**src/rtl/conv_norm_engine.sv**
```systemverilog
// 3x3 convolution over an IMG_H x 4 image of 8-bit pixels, then mean/variance of the outputs
// with optional zero-mean clamping; go/done/busy control and readback over a word-mapped bus.

module conv_norm_dot3 (
  input  logic [2:0][7:0] a_i,
  input  logic [2:0][7:0] b_i,
  output logic [17:0]     dot_o
);
  always_comb begin
    dot_o = '0;
    for (int k = 0; k < 3; k++) dot_o = dot_o + 18'(16'(a_i[k]) * 16'(b_i[k]));
  end
endmodule

module conv_norm_engine #(
  parameter int IMG_H = 4
) (
  input  logic        clk,
  input  logic        rst_n,
  input  logic [31:0] addr,
  input  logic        wr_en,
  input  logic        accel_select,
  input  logic [31:0] data_in,
  output logic [31:0] data_out,
  output logic [15:0] ctr,
  output logic        busy,
  output logic        done
);
  localparam int OUT_N = 2 * (IMG_H - 2);
  localparam int RES_W = (OUT_N + 3) / 4;
  localparam int PW    = $clog2(OUT_N);
  localparam int RW    = $clog2(IMG_H);
  localparam int OW    = $clog2(4 * RES_W);

  typedef enum logic [2:0] {S_IDLE, S_CONV, S_MEAN, S_NORM, S_VAR} state_t;

  state_t        state_q;
  logic [PW-1:0] p_q;
  logic          mode_q, done_q;
  logic [15:0]   ctr_q, var_q;
  logic [7:0]    mean_q;
  logic [19:0]   sum_q;
  logic [31:0]   sq_q;
  logic [23:0]   mask_q [3];
  logic [31:0]   img_q  [IMG_H];
  // padded to whole result words so unused slots read back as 0
  logic [7:0]    out_q  [4*RES_W];

  logic [5:0] widx;
  logic       wr, unused_addr;
  assign widx        = addr[7:2];
  assign wr          = wr_en & accel_select;
  assign unused_addr = ^{addr[31:8], addr[1:0]};

  logic in_mask, in_img;
  assign in_mask = (widx >= 6'd12) && (widx <= 6'd14);
  assign in_img  = (widx >= 6'd16) && (32'(widx) < 32'(16 + IMG_H));

  // Window for output p: rows r..r+2, pre-shifted left by one pixel when j=1
  logic [2:0][31:0]     rows;
  logic [2:0][2:0][7:0] win, msk;
  logic [2:0][17:0]     dot;
  logic [19:0]          conv_sum;
  logic [7:0]           conv_px;

  always_comb begin
    for (int i = 0; i < 3; i++) begin
      rows[i] = img_q[RW'(p_q >> 1) + RW'(i)] << (p_q[0] ? 8 : 0);
      for (int k = 0; k < 3; k++) begin
        win[i][k] = rows[i][31-8*k -: 8];
        msk[i][k] = mask_q[2'(i)][23-8*k -: 8];
      end
    end
  end

  for (genvar g = 0; g < 3; g++) begin : g_row
    conv_norm_dot3 u_dot (.a_i(win[g]), .b_i(msk[g]), .dot_o(dot[g]));
  end

  assign conv_sum = 20'(dot[0]) + 20'(dot[1]) + 20'(dot[2]);
  assign conv_px  = (|conv_sum[19:8]) ? 8'hFF : conv_sum[7:0];

  logic signed [8:0]  d;
  logic signed [17:0] dw;
  logic [17:0]        dsq;
  logic [31:0]        var_full;
  assign d        = $signed({1'b0, out_q[OW'(p_q)]}) - $signed({1'b0, mean_q});
  assign dw       = d;
  assign dsq      = $unsigned(dw * dw);
  assign var_full = (sq_q + 32'(OUT_N / 2)) / 32'(OUT_N);

  always_ff @(posedge clk or negedge rst_n) begin
    if (!rst_n) begin
      state_q <= S_IDLE;
      p_q     <= '0;
      mode_q  <= 1'b0;
      done_q  <= 1'b0;
      ctr_q   <= '0;
      mean_q  <= '0;
      var_q   <= '0;
      sum_q   <= '0;
      sq_q    <= '0;
      for (int i = 0; i < 3; i++)       mask_q[2'(i)] <= '0;
      for (int i = 0; i < IMG_H; i++)   img_q[RW'(i)] <= '0;
      for (int i = 0; i < 4*RES_W; i++) out_q[OW'(i)] <= '0;
    end else begin
      if (state_q != S_IDLE && ctr_q != 16'hFFFF) ctr_q <= ctr_q + 16'd1;
      unique case (state_q)
        S_IDLE: if (wr) begin
          if (widx == 6'd8) begin
            mode_q <= data_in[1];
            if (data_in[0]) begin
              done_q  <= 1'b0;
              ctr_q   <= '0;
              p_q     <= '0;
              sum_q   <= '0;
              state_q <= S_CONV;
            end
          end else if (in_mask) begin
            mask_q[2'(widx - 6'd12)] <= data_in[31:8];
          end else if (in_img) begin
            img_q[RW'(widx - 6'd16)] <= data_in;
          end
        end
        S_CONV: begin
          out_q[OW'(p_q)] <= conv_px;
          sum_q           <= sum_q + 20'(conv_px);
          if (p_q == PW'(OUT_N - 1)) begin
            p_q     <= '0;
            state_q <= S_MEAN;
          end else begin
            p_q <= p_q + PW'(1);
          end
        end
        S_MEAN: begin
          mean_q  <= 8'((sum_q + 20'(OUT_N / 2)) / 20'(OUT_N));
          p_q     <= '0;
          sq_q    <= '0;
          state_q <= S_NORM;
        end
        S_NORM: begin
          sq_q <= sq_q + 32'(dsq);
          if (!mode_q) out_q[OW'(p_q)] <= d[8] ? 8'h00 : d[7:0];
          if (p_q == PW'(OUT_N - 1)) begin
            p_q     <= '0;
            state_q <= S_VAR;
          end else begin
            p_q <= p_q + PW'(1);
          end
        end
        S_VAR: begin
          var_q   <= (|var_full[31:16]) ? 16'hFFFF : var_full[15:0];
          done_q  <= 1'b1;
          state_q <= S_IDLE;
        end
        default: state_q <= S_IDLE;
      endcase
    end
  end

  assign busy = (state_q != S_IDLE);
  assign done = done_q;
  assign ctr  = ctr_q;

  always_comb begin
    data_out = 32'h1;
    if (widx == 6'd8)       data_out = {done_q, 29'b0, mode_q, busy};
    else if (widx == 6'd9)  data_out = {16'b0, ctr_q};
    else if (widx == 6'd10) data_out = {24'b0, mean_q};
    else if (widx == 6'd11) data_out = {16'b0, var_q};
    else if (in_mask)       data_out = {mask_q[2'(widx - 6'd12)], 8'h00};
    else if (in_img)        data_out = img_q[RW'(widx - 6'd16)];
    else begin
      for (int k = 0; k < RES_W; k++)
        if (widx == 6'(32 + k))
          data_out = {out_q[OW'(4*k)], out_q[OW'(4*k+1)], out_q[OW'(4*k+2)], out_q[OW'(4*k+3)]};
    end
  end
endmodule

```
**config.mk**
```make
export PLATFORM = sky130hd
export DESIGN_NAME = conv_norm_engine
export DESIGN_NICKNAME = d
export VERILOG_FILES = /design/src/rtl/conv_norm_engine.sv
export SDC_FILE = /design/constraint.sdc
export NUM_CORES = 1
export LEC_CHECK = 0
export BUFFER_PORTS_ARGS = -buffer_cell sky130_fd_sc_hd__buf_4
export CORE_MARGIN = 2
export CORE_UTILIZATION = 45
export DETAILED_ROUTE_END_ITERATION = 16
export SLEW_MARGIN = 40
export SYNTH_ARGS = -nofsm -noshare
export SYNTH_HDL_FRONTEND = slang
export SYNTH_SLANG_ARGS = --single-unit
```
**constraint.sdc**
```tcl
create_clock -name clk -period 17.3 [get_ports clk]
set_clock_uncertainty 0.2 [all_clocks]
set_input_delay 1.73 -clock clk [delete_from_list [all_inputs] [get_ports clk]]
set_output_delay 1.73 -clock clk [all_outputs]
set_load 0.05 [all_outputs]
```
# Word level (Yosys, flattened, before mapping)
# Index checks and enable logic that the tools add are counted.
# totals
ff_bits,321
inputBits,68
output_inout_bits,50
word_cells,143
# classes
add_sub_neg,8
n_mul,1
order_cmp,10
n_eq_ne,17
n_mux,55
bitwise,6
reduce_logical,26
# op_table
operator,count
32-bit two-way mux,11
128-bit bitwise mux,1
32-bit case mux with 2 select lines,2
16-bit two-way mux,6
72-bit bitwise mux,1
24-bit two-way mux,3
32-bit binary-select mux with 2-bit select,1
32-bit bitwise mux,2
32-bit demux with 2-bit select,1
24-bit binary-select mux with 2-bit select,1
24-bit demux with 2-bit select,1
10-bit two-way mux,4
32-bit by 18-bit adder with 32-bit output,1
"32-bit by 2-bit adder with 32-bit output, second input constant",1
8-bit two-way mux,4
"6-bit by 4-bit equality test with 1-bit output, second input constant",4
9-bit by 9-bit multiplier with 18-bit output,1
"16-bit by 1-bit adder with 16-bit output, second input constant",1
8-bit binary-select mux with 2-bit select,1
8-bit demux with 2-bit select,1
"16-bit inequality test, second input constant",1
4-bit AND reduction,4
3-bit two-way mux,5
5-bit AND reduction,3
other kinds (33),62

# Longest topological paths before layout
# Gate-level depths: netlist (run 1).
# depth
word_depth,11
mapped_depth,31
mapped_depth_nobuf,29

# Hierarchy
# Synthesis (run 1) repeated with hierarchy kept, for this count alone.
# hier_totals
cells_unflattened,4176
hier_area_um2,42593.4
# by_module_without_submodules
mod,n_inst,cells_per_inst,area_each_um2,seq_area_each_um2
conv_norm_engine,1,1891,21919.8,8553.2
conv_norm_dot3 (g_row[0].u_dot ...),2,767,6925.4,0.0
conv_norm_dot3 (g_row[2].u_dot),1,751,6822.8,0.0

# Least setup slack after synthesis (run 1)
# Ideal clock, no wire load.
# synth_timing
path_type,register to register
startpoint,reg p_q[0]
endpoint,reg sq_q[29]
setup_ps,132
arrival_ps,6930
t_required_ps,16968
slack_ps,10038
path_stages_with_launch,29
path_buffers,3
synth_period_minus_slack_ps,7262
path_cell_list,dfrtp_1 > buf_1 > mux4_2 > clkbuf_1 > and2_1 > fa_1 > inv_1 > fa_1 > inv_1 > ha_1 > inv_1 > fa_1 > inv_1 > ha_1 > a21o_1 > a21oi_1 > nor2b_1 > o311a_1 > o21a_1 > nor2_1 > xnor2_1 > ha_1 > clkbuf_1 > nand3_1 > or4_1 > a21oi_2 > nand3_1 > xor2_1 > nor2_1
# synth_via
elab_chain_len,8
# synth_rtl
item,line,rtl
"start, declared",38,logic [PW-1:0] p_q;
"start signal, assigned",132,p_q <= p_q + PW'(1);
"start signal, assigned",148,p_q <= p_q + PW'(1);
2-bit NOT with 3-bit output (implied by the code),87,"assign d = $signed({1'b0, out_q[OW'(p_q)]}) - $signed({1'b0, mean_q});"
8-bit binary-select mux with 2-bit select,87,
8-bit two-way mux (implied by the code) (2 in series),87,
8-bit by 8-bit subtractor with 9-bit output,87,
9-bit by 9-bit multiplier with 18-bit output,89,assign dsq = $unsigned(dw * dw);
32-bit by 18-bit adder with 32-bit output,142,sq_q <= sq_q + 32'(dsq);
32-bit case mux with 2 select lines,108,unique case (state_q)
"end signal, assigned",142,
"end, declared",43,logic [31:0] sq_q;
# No other way between the ends. The select of a mux whose other input is x is not followed.
# A chain may end at the register's enable or synchronous reset.

# Worst setup path in the final report (run 1)
# Same ends and word-level chain as after synthesis.

==> results.yml, run 1 <==
status:
  status: "completed"
final_layout:
  final_nets: 1607
  syn2layout_area_growth_pct: 14.1
  layout-drive-gt1-share: 0.245
  n_antenna_cell: 0
  stdcell_count: 1944
  final_util: 0.523
route:
  drc: 0
  drt-met1-wl_um: 18400
  antenna_left: 0
  wire_per_inst_um: 20.3
  dr_wl_met2_um: 18400
  via_per_inst: 5.71
  top_layer: "met4"
  dr_total_vias: 11109
  wirelength_um: 39500
  drt_pass1_iterations: 5
  drt_iter0_drc: 634
  dr_wl_met3_um: 1700
sta:
  finalHoldViolCount: 0
  fin_setup_tns_ns: 0
  tightest_slew_ns: 0.789
  fin_crit_sh: 0.443
  rsz0062_at_grt: "false"
  drv_slew: 0
  post-route-worst-setup-slack_ns: 9.64
  maxSlewHeadroom: 0.474
  setup_viol: 0
  clock.fmax_mhz: 130
  holdWs_ns: 0.278
  min_period_ns: 7.66
floorplanning:
  chipHeight_um: 195
  design.die.area_um2: 38000
  core_um2: 35700
  initial_core_util: 0.458
  ios: 118
  die_x_um: 195
  fp-row-count: 69
hold_path:
  hold_class: "flop to flop"
setup_path:
  r2r-start: "p_q[0]"
  cp_data_required_time_ns: 17.47
  r2r_slack_ns: 9.64
  crit_start: "p_q[0]"
  arrival_ns: 7.84
  cp_max_fo: 13
  worstReg2RegEnd: "sq_q[29]"
  rr_worst_depth: 26
  start_kind: "flop"
  endpoint_kind: "flop"
  crit_type: "flop to flop"
  critPathCapture: "sq_q[29]"
clock_network:
  cts_buffers: 36
  ctsHoldBuffers: 0
  h-tree-depth: 2
  clockBufferDepth: 3
  clk_latency_ns: 0.51
  cts-resized-gates: 0
  post_cts_buffers: 0
  cts_tree: "done"
  clkSinkCount: 303
  root_buffer: "clkbuf_16"
  clkTransAtPathRegs_ns: 0.06
logic_synthesis:
  ys_types: 69
  ys_seq_elements: 303
  yosysTopAreaCell: "dfrtp_1"
  synthCells: 1381
  async_flop_share: 0.657
  netlist_top_cells_count: "199 x dfrtp_1, 123 x mux2_2, 118 x nand2_1, 104 x edfxtp_1, 87 x nor2_1"
  synth.most_common_cell: "dfrtp_1"
  syn_area_per_cell_um2: 11.9
  synth_top_area_share: 0.304
  synthFlopType: "dfrtp_1"
  netlist_area_um2: 16400
  ys_top_cells_by_area: "dfrtp_1 30%, edfxtp_1 19%, mux2_2 8.5%"
  syn-num-nets: 1529
  synth-edff-count: 104
  ys_warn_count: 0
  ys_seq_area_frac: 0.495
grt:
  track_usage: 0.214
  grt_pass1_vias: 11353
  grt_overflow: 0
  grt_max_degree: 85
  grt_pass1_wl_um: 64100
  antenna_found_initial: 0
place:
  dp_hpwl_um: 26200
  dpl_worst_slack_ns: 9.41
  io_buffers: 91
  place.gp.congestion: 0.822
  placed_cells: 1882
power:
  peakVddDrop_mv: 0.0806
  p_per_area_nw_per_um2: 138
  p_leak_nw: 8.12
job:
  maxCapViolCount: 0
## layout by cell type (no fill, tap or decap), types with 14 or more instances in the layout
master	netlist	final
dfrtp_1	199	199
mux2_2	123	123
nand2_1	118	118
buf_4	1	108
edfxtp_1	104	104
nor2_1	87	79
o21ai_0	79	79
inv_1	67	67
ha_1	54	54
a21oi_1	45	44
mux4_2	40	40
mux2i_1	39	39
clkbuf_16	0	37
xor2_1	36	36
and3_1	27	27
nand3_1	27	27
xnor2_1	27	27
fa_1	26	26
and2_1	19	19
a221oi_1	16	16
nor3_1	16	15
nand4_1	14	14
a211oi_1	14	14
## final cells by class
cell class,count,area [um2]
Fill cell,3147,17000
Sequential cell,303,8100
Multi-Input combinational cell,940,7810
Clock buffer,56,1070
Timing Repair Buffer,111,856
Tap cell,461,577
Inverter,67,251
Clock inverter,6,30.0
## metal layers
metal | vias up | track usage
met4 | 0 | 0.0670
met5 | - | 0
met1 | 5606 | 0.303
met2 | 256 | 0.343
li1 | 5181 | -
met3 | 66 | 0.0307
## through the flow
stage               cell area, um2  power (mW)
floorplan                    16400        1.63
global placement             17500        1.86
detailed placement           17600        1.88
CTS                          18700        2.59
global route                 18700        2.76
finish                       18700        2.58
## power breakdown
| part | leakage, nW | total [mW] | internal, mW | switching (mW) |
|---|---|---|---|---|
| registers | 3.56 | 0.911 | 0.813 | 0.0980 |
| clock network | 0.535 | 0.710 | 0.422 | 0.288 |
| logic | 4.02 | 0.955 | 0.374 | 0.581 |
| total | 8.12 | 2.58 | 1.61 | 0.967 |
## worst min path at each step
| stage | startpoint | cells after the start | slack, ns | end |
|---|---|---|---|---|
| floorplan | sq_q[0] | 2 | 0.25 | sq_q[0] |
| finish | sq_q[0] | 2 | 0.28 | sq_q[0] |
| global placement | sq_q[0] | 2 | 0.26 | sq_q[0] |
| global route | img_q[83] | 1 | 0.31 | img_q[83] |
| CTS | sq_q[0] | 2 | 0.28 | sq_q[0] |
| detailed placement | sq_q[0] | 2 | 0.27 | sq_q[0] |
## state kept, by name (all words and copies together) (netlist names)
signal and flops:
out_q 32, state_q 3, mode_q 1, img_q 128, var_q 16, p_q 2
ctr 16, mask_q 72, sq_q 32, done 1
## worst max-delay path: stages, from the launching register on
cell and delay [ns]:
dfrtp_1 0.79, mux4_2 0.73, inv_1 0.19, nor2_1 0.10, fa_1 0.53, inv_1 0.05, fa_1 0.49, inv_1 0.04
ha_1 0.26, inv_1 0.05, fa_1 0.52, inv_1 0.04, ha_1 0.34, a21o_1 0.19, a21oi_1 0.22, nor2b_1 0.09
o311a_1 0.33, o21a_1 0.18, nor2_1 0.11, xnor2_1 0.08, ha_1 0.42, nand3_1 0.22, or4_1 0.56, a21oi_2 0.39
nand3_1 0.16, xor2_1 0.15, nor2_1 0.05
## logic make-up (layout without fill, tap and decap cells)
| group | count (synthesis) | count (layout) | synth area share |
|---|---|---|---|
| AO/OA/AOI/OAI | 231 | 231 | 0.0900 |
| XOR/XNOR | 63 | 63 | 0.0337 |
| adder cells (fa/ha/maj) | 80 | 80 | 0.0730 |
| buffers and inverters | 138 | 240 | 0.0339 |
| flip-flops | 303 | 303 | 0.495 |
| multiplexers | 202 | 202 | 0.163 |
| AND/OR/NAND/NOR | 364 | 364 | 0.112 |
Power figures use the tool's default switching activity.
==> inputs of run 2 (changes only) <==
Settings changed: ABC_AREA from default to 1.
Clock period 17.3 ns to 7.4 ns, I/O delays scaled along.
==> run 2 against run 1 <==
- the run now ends with hold timing left
- utilization is 0.31 points lower
- final cell count up 39%
- synthesized area grew 3.7%
- register-to-register slack worse by 9.0 ns
- wire length up 21%
- critical path depth rose by 7
- sequential power increased by 120%
- power grew to 3.5 times the previous value
- non-clock buffer count is 7 higher
- fmax increased by 13%
- combinational power grew to 5.4 times the previous value
- largest power group unchanged
==> results.yml, run 2 <==
sta:
  drv_slew: 0
  maxSlewHeadroom: 0.424
  tightest_slew_ns: 0.859
  fin_setup_tns_ns: 0
  holdWs_ns: -0.00980
  rsz0062_at_grt: "false"
  min_period_ns: 6.78
  setup_viol: 0
  fin_crit_sh: 0.916
  finalHoldViolCount: 6
  clock.fmax_mhz: 147
setup_path:
  crit_slowest_cell: "fa_1"
  crit_type: "flop to flop"
  crit_buf_inv: 7
  cp_max_fo: 13
  start_kind: "flop"
  arrival_ns: 7.01
  crit_top_cell: "nand2_1"
  cp_data_required_time_ns: 7.62
  r2r_slack_ns: 0.62
  max_stage_delay_ns: 0.59
  cpLargestDelayFamily: "adder cells"
  endpoint_kind: "flop"
place:
  io_buffers: 91
  dp_hpwl_um: 32800
  place_area_um2: 18200
  place.gp.congestion: 0.907
route:
  via_per_inst: 5.35
  dr_total_vias: 14444
  antenna_left: 0
  wire_per_inst_um: 17.7
  wirelength_um: 47700
  drc: 0
  drt_iter0_drc: 848
  drt_pass1_iterations: 5
logic_synthesis:
  yosysTopAreaCell: "dfrtp_1"
  ys_warn_count: 0
  syn_area_per_cell_um2: 8.17
  ys_types: 44
  ys_top_cells_by_area: "dfrtp_1 29%, edfxtp_1 18%, nand2_1 11%"
  synth_top_family_by_area: "simple AND/OR/NAND/NOR gates"
  synth.most_common_cell: "nand2_1"
  ys_seq_elements: 303
  netlist_top_cells_count: "509 x nand2_1, 257 x inv_1, 222 x nor2_1, 215 x o21ai_0, 199 x dfrtp_1"
  synth_top_area_share: 0.293
  synthAdderAreaFrac: 0.0704
  syn-num-nets: 2228
  synth-simple-area-share: 0.215
  netlist_area_um2: 17000
  synth-xor-area-share: 0.0180
  synth-edff-count: 104
  synthCells: 2080
  synthFlopType: "dfrtp_1"
  async_flop_share: 0.657
  synthMuxAreaShare: 0
  ys_seq_area_frac: 0.477
  synth_compound_area_frac: 0.143
floorplanning:
  core_um2: 37400
  design.die.area_um2: 39300
  chipHeight_um: 198
  initial_core_util: 0.454
  ios: 118
  fp-row-count: 71
  die_x_um: 198
grt:
  grt_overflow: 0
  grt_pass1_wl_um: 76200
  grt_max_degree: 74
  grt_pass1_vias: 14113
  antenna_found_initial: 0
  track_usage: 0.250
status:
  status: "finished, violations left"
  failed_checks: "hold timing"
final_layout:
  layout_common_cells: "506 x nand2_1, 255 x inv_1, 221 x nor2_1"
  regMostFlops: "img_q"
  fin_area_um2: 19400
  largest_reg_flops: 128
  reg_top3: "img_q: 128 flops, mask_q: 72 flops"
  ff_latch_area_um2: 8100
  fill_cells: 3560
  final_nets: 2310
  final_util: 0.520
  syn2layout_area_growth_pct: 14.5
  layout-drive-gt1-share: 0.0964
  layout_commonest_cell: "nand2_1"
  multi_input_area_um2: 7600
clock_network:
  clkTransAtPathRegs_ns: 0.06
  root_buffer: "clkbuf_16"
  cts_buffers: 35
  h-tree-depth: 2
  ctsHoldBuffers: 0
  cts_tree: "done"
  clk_latency_ns: 0.54
  clockBufferDepth: 3
  cts-resized-gates: 0
  clkSinkCount: 303
  post_cts_buffers: 0
power:
  p_leak_nw: 8.95
  p_per_area_nw_per_um2: 462
  peakVddDrop_mv: 0.532
hold_path:
  hold_class: "input pin to async pin"
job:
  maxCapViolCount: 0
## run 2: cell count changes after synthesis, moves of 40 or more
cell / delta
nor2_1: +135
o22ai_1: +45
mux4_2: -40
inv_1: +190
nand3_1: +68
mux2_2: -123
nand2_1: +391
a21oi_1: +41
o21ai_0: +136
## run 2: metal layers
metal	track usage	routed length (um)	share of wire
met3	0.0344	2940	0.062
met2	0.406	21800	0.46
met1	0.346	21700	0.46
met4	0.0796	1250	0.026
met5	0	0	0
## run 2: logic make-up after synthesis
logic type	Yosys count
AO/OA/AOI/OAI	428
XOR/XNOR	35
adder cells (fa/ha/maj)	80
buffers and inverters	340
flip-flops	303
AND/OR/NAND/NOR	894
## run 2: final timing paths
check / from / to / cells after the start
hold reg to reg: img_q[81] / img_q[81] / 2
min in group clk: data_in[7] / img_q[39] / 1
setup reg to reg: p_q[0] / sq_q[22] / 33
setup / recovery: p_q[0] / sq_q[22] / 33
hold / removal: rst_n / sq_q[12] / 1
max in group asynchronous: rst_n / p_q[0] / 2
## run 2: power breakdown
part	leakage, nW	internal [mW]	switching [mW]
Combinational	4.79	1.73	3.43
Clock	0.584	1.08	0.707
Sequential	3.58	1.87	0.157
Total	8.95	4.68	4.29
## run 2: area by class of cell
| type | instances | area share |
|---|---|---|
| flip-flops and latches | 303 | 0.417 |
| well taps | 511 | 0.0329 |
| clock buffers | 51 | 0.0534 |
| clock inverters | 12 | 0.00798 |
| inverters | 267 | 0.0517 |
| diodes | 1 | 0.000129 |
| multi-input cells | 1437 | 0.391 |
| repair buffers | 118 | 0.0463 |
## run 2: metrics by stage
step	hold WS (ns)	instances	total power [mW]	setup slack [ns]
floorplan	0.244	2080	5.87	0.985
global placement	0.266	2636	7.08	0.567
detailed placement	0.274	2636	7.16	0.465
CTS	0.0202	2699	8.99	0.435
global route	0.0483	2699	9.88	0.0565
finish	-0.00980	2700	8.98	0.618
==> inputs of run 3 (changes only) <==
Clock period 7.4 ns to 5.95 ns, I/O delays scaled along.
==> run 3 against run 2 <==
- the flow finishes with violations (setup timing)
- sequential cell count unchanged
- worst hold slack improved by 0.065 ns
- fmax increased by 13%
- wire length increased by 3.8%
- critical path depth decreased by 2
- largest cell class is now multi-input combinational cells
- critical path type unchanged
- die area unchanged
- count of clock-buffer cells in the layout unchanged
- non-clock buffer count increased by 121
- global-route usage increased by 0.55 points
- via count increased by 3.5%
- first-iteration DRC count increased by 26%
==> results.yml, run 3 (same netlist as run 2, synthesis figures left out) <==
final_layout:
  regMostFlops: "img_q"
  reg_top3: "img_q: 128 flops, mask_q: 72 flops"
  layout_commonest_cell: "nand2_1"
  largest_reg_flops: 128
  layout-drive-gt1-share: 0.201
  syn2layout_area_growth_pct: 23.7
  fill_cells: 3473
  final_util: 0.562
  final_nets: 2431
  layout_common_cells: "479 x nand2_1, 232 x inv_1, 221 x buf_4"
  n_antenna_cell: 0
floorplanning:
  die_x_um: 198
  initial_core_util: 0.454
  chipHeight_um: 198
  ios: 118
  fp-row-count: 71
  core_um2: 37400
  design.die.area_um2: 39300
sta:
  rsz0062_at_grt: "true"
  drv_slew: 0
  maxSlewHeadroom: 0.454
  clock.fmax_mhz: 166
  post-route-worst-setup-slack_ns: -0.0722
  min_period_ns: 6.02
  setup_viol: 11
  finalHoldViolCount: 0
  fin_crit_sh: 1.01
  tightest_slew_ns: 0.816
setup_path:
  worstReg2RegEnd: "sq_q[22]"
  arrival_ns: 6.28
  cp_num_cells: 31
  crit_buf_inv: 8
  crit_slowest_cell: "fa_1"
  endpoint_kind: "flop"
  cp_data_required_time_ns: 6.20
  critPathCapture: "sq_q[22]"
  cpLargestDelayFamily: "adder cells"
  r2r_slack_ns: -0.07
  cp_max_fo: 7
  max_stage_delay_ns: 0.57
  crit_start: "p_q[0]"
  rr_worst_depth: 31
  crit_type: "flop to flop"
  r2r-start: "p_q[0]"
  crit_top_cell: "nand2_1"
  start_kind: "flop"
route:
  antenna_left: 0
  dr_total_vias: 14948
  drt-met1-wl_um: 21400
  top_layer: "met5"
  dr_wl_met2_um: 24200
  wirelength_um: 49500
  wire_per_inst_um: 17.6
  via_per_inst: 5.30
  drt_pass1_iterations: 7
  dr_wl_met3_um: 3070
  drc: 0
  drt_iter0_drc: 1067
place:
  place.gp.congestion: 0.920
  io_buffers: 91
  dp_hpwl_um: 33800
hold_path:
  hold_class: "input pin to flop"
job:
  maxCapViolCount: 0
clock_network:
  cts_tree: "done"
  root_buffer: "clkbuf_16"
  clkSinkCount: 303
  clkTransAtPathRegs_ns: 0.06
  cts_buffers: 35
  h-tree-depth: 2
  clockBufferDepth: 3
  clk_latency_ns: 0.54
grt:
  grt_pass1_vias: 14865
  track_usage: 0.255
  grt_pass1_wl_um: 78500
  grt_max_degree: 130
  antenna_found_initial: 1
  grt_overflow: 0
status:
  failed_checks: "setup timing"
  status: "finished, violations left"
## run 3: how the worst min path moves through the flow
stage | depth (start not counted) | to | startpoint | slack, ns
after detailed placement | 2 | out_q[31] | out_q[31] | 0.27
after CTS | 1 | img_q[32] | data_in[0] | 0.04
final | 1 | img_q[32] | data_in[0] | 0.06
after global placement | 2 | mask_q[56] | mask_q[56] | 0.27
after global routing | 1 | img_q[0] | data_in[0] | 0.04
after floorplan | 0 | ctr[0] | rst_n | 0.1
## run 3: area by class of cell
cell class	count	area, um2	area share
Tap cell	511	639	0.0304
Multi-Input combinational cell	1437	8280	0.394
Clock inverter	12	111	0.00530
Sequential cell	303	8110	0.386
Inverter	267	1000	0.0477
Clock buffer	51	986	0.0469
Timing Repair Buffer	239	1890	0.0898
## run 3: what timing repair did
| action | 4_1_cts | 5_1_grt |
|---|---|---|
| gates cloned | 1 | 0 |
| endpoints found under the setup margin | 23 | 24 |
| gates resized for setup | 72 | 126 |
| hold buffers | 1 | 0 |
| hold endpoints to repair | 70 | 0 |
| setup buffers | 8 | 13 |
| pin swaps | 37 | 78 |
## run 3: stage by stage
stage | area (um2) | setup slack [ns] | TNS (ns) | instances | hold slack [ns]
after global routing | 21000 | -0.402 | -5.81 | 2820 | 0.0427
after CTS | 20400 | -0.137 | -1.61 | 2806 | 0.0364
after global placement | 19000 | -0.374 | -5.67 | 2733 | 0.266
after floorplan | 17000 | 0.00812 | 0 | 2080 | 0.0994
final | 21000 | -0.0722 | -0.499 | 2820 | 0.0553
after detailed placement | 19000 | -0.524 | -8.17 | 2733 | 0.273
## run 3: worst reg2reg max path, delay by kind of cell, from the launching register on
| kind | cells | cell delay [ns] |
|---|---|---|
| buf+inv | 8 | 0.82 |
| flops | 1 | 0.46 |
| fa+ha+maj | 6 | 2.39 |
| xor+xnor | 1 | 0.15 |
| simple gates | 12 | 1.33 |
| compound gates | 4 | 0.63 |
## run 3: routing by layer
metal | vias to the layer above | track usage
met2 | 456 | 0.437
met4 | 2 | 0.0610
li1 | 7278 | -
met3 | 61 | 0.0446
met1 | 7151 | 0.337
met5 | - | 0
Power of run 3 is not shown: default switching activity piles up to over one toggle a cycle in this logic, so the estimate is an artifact.
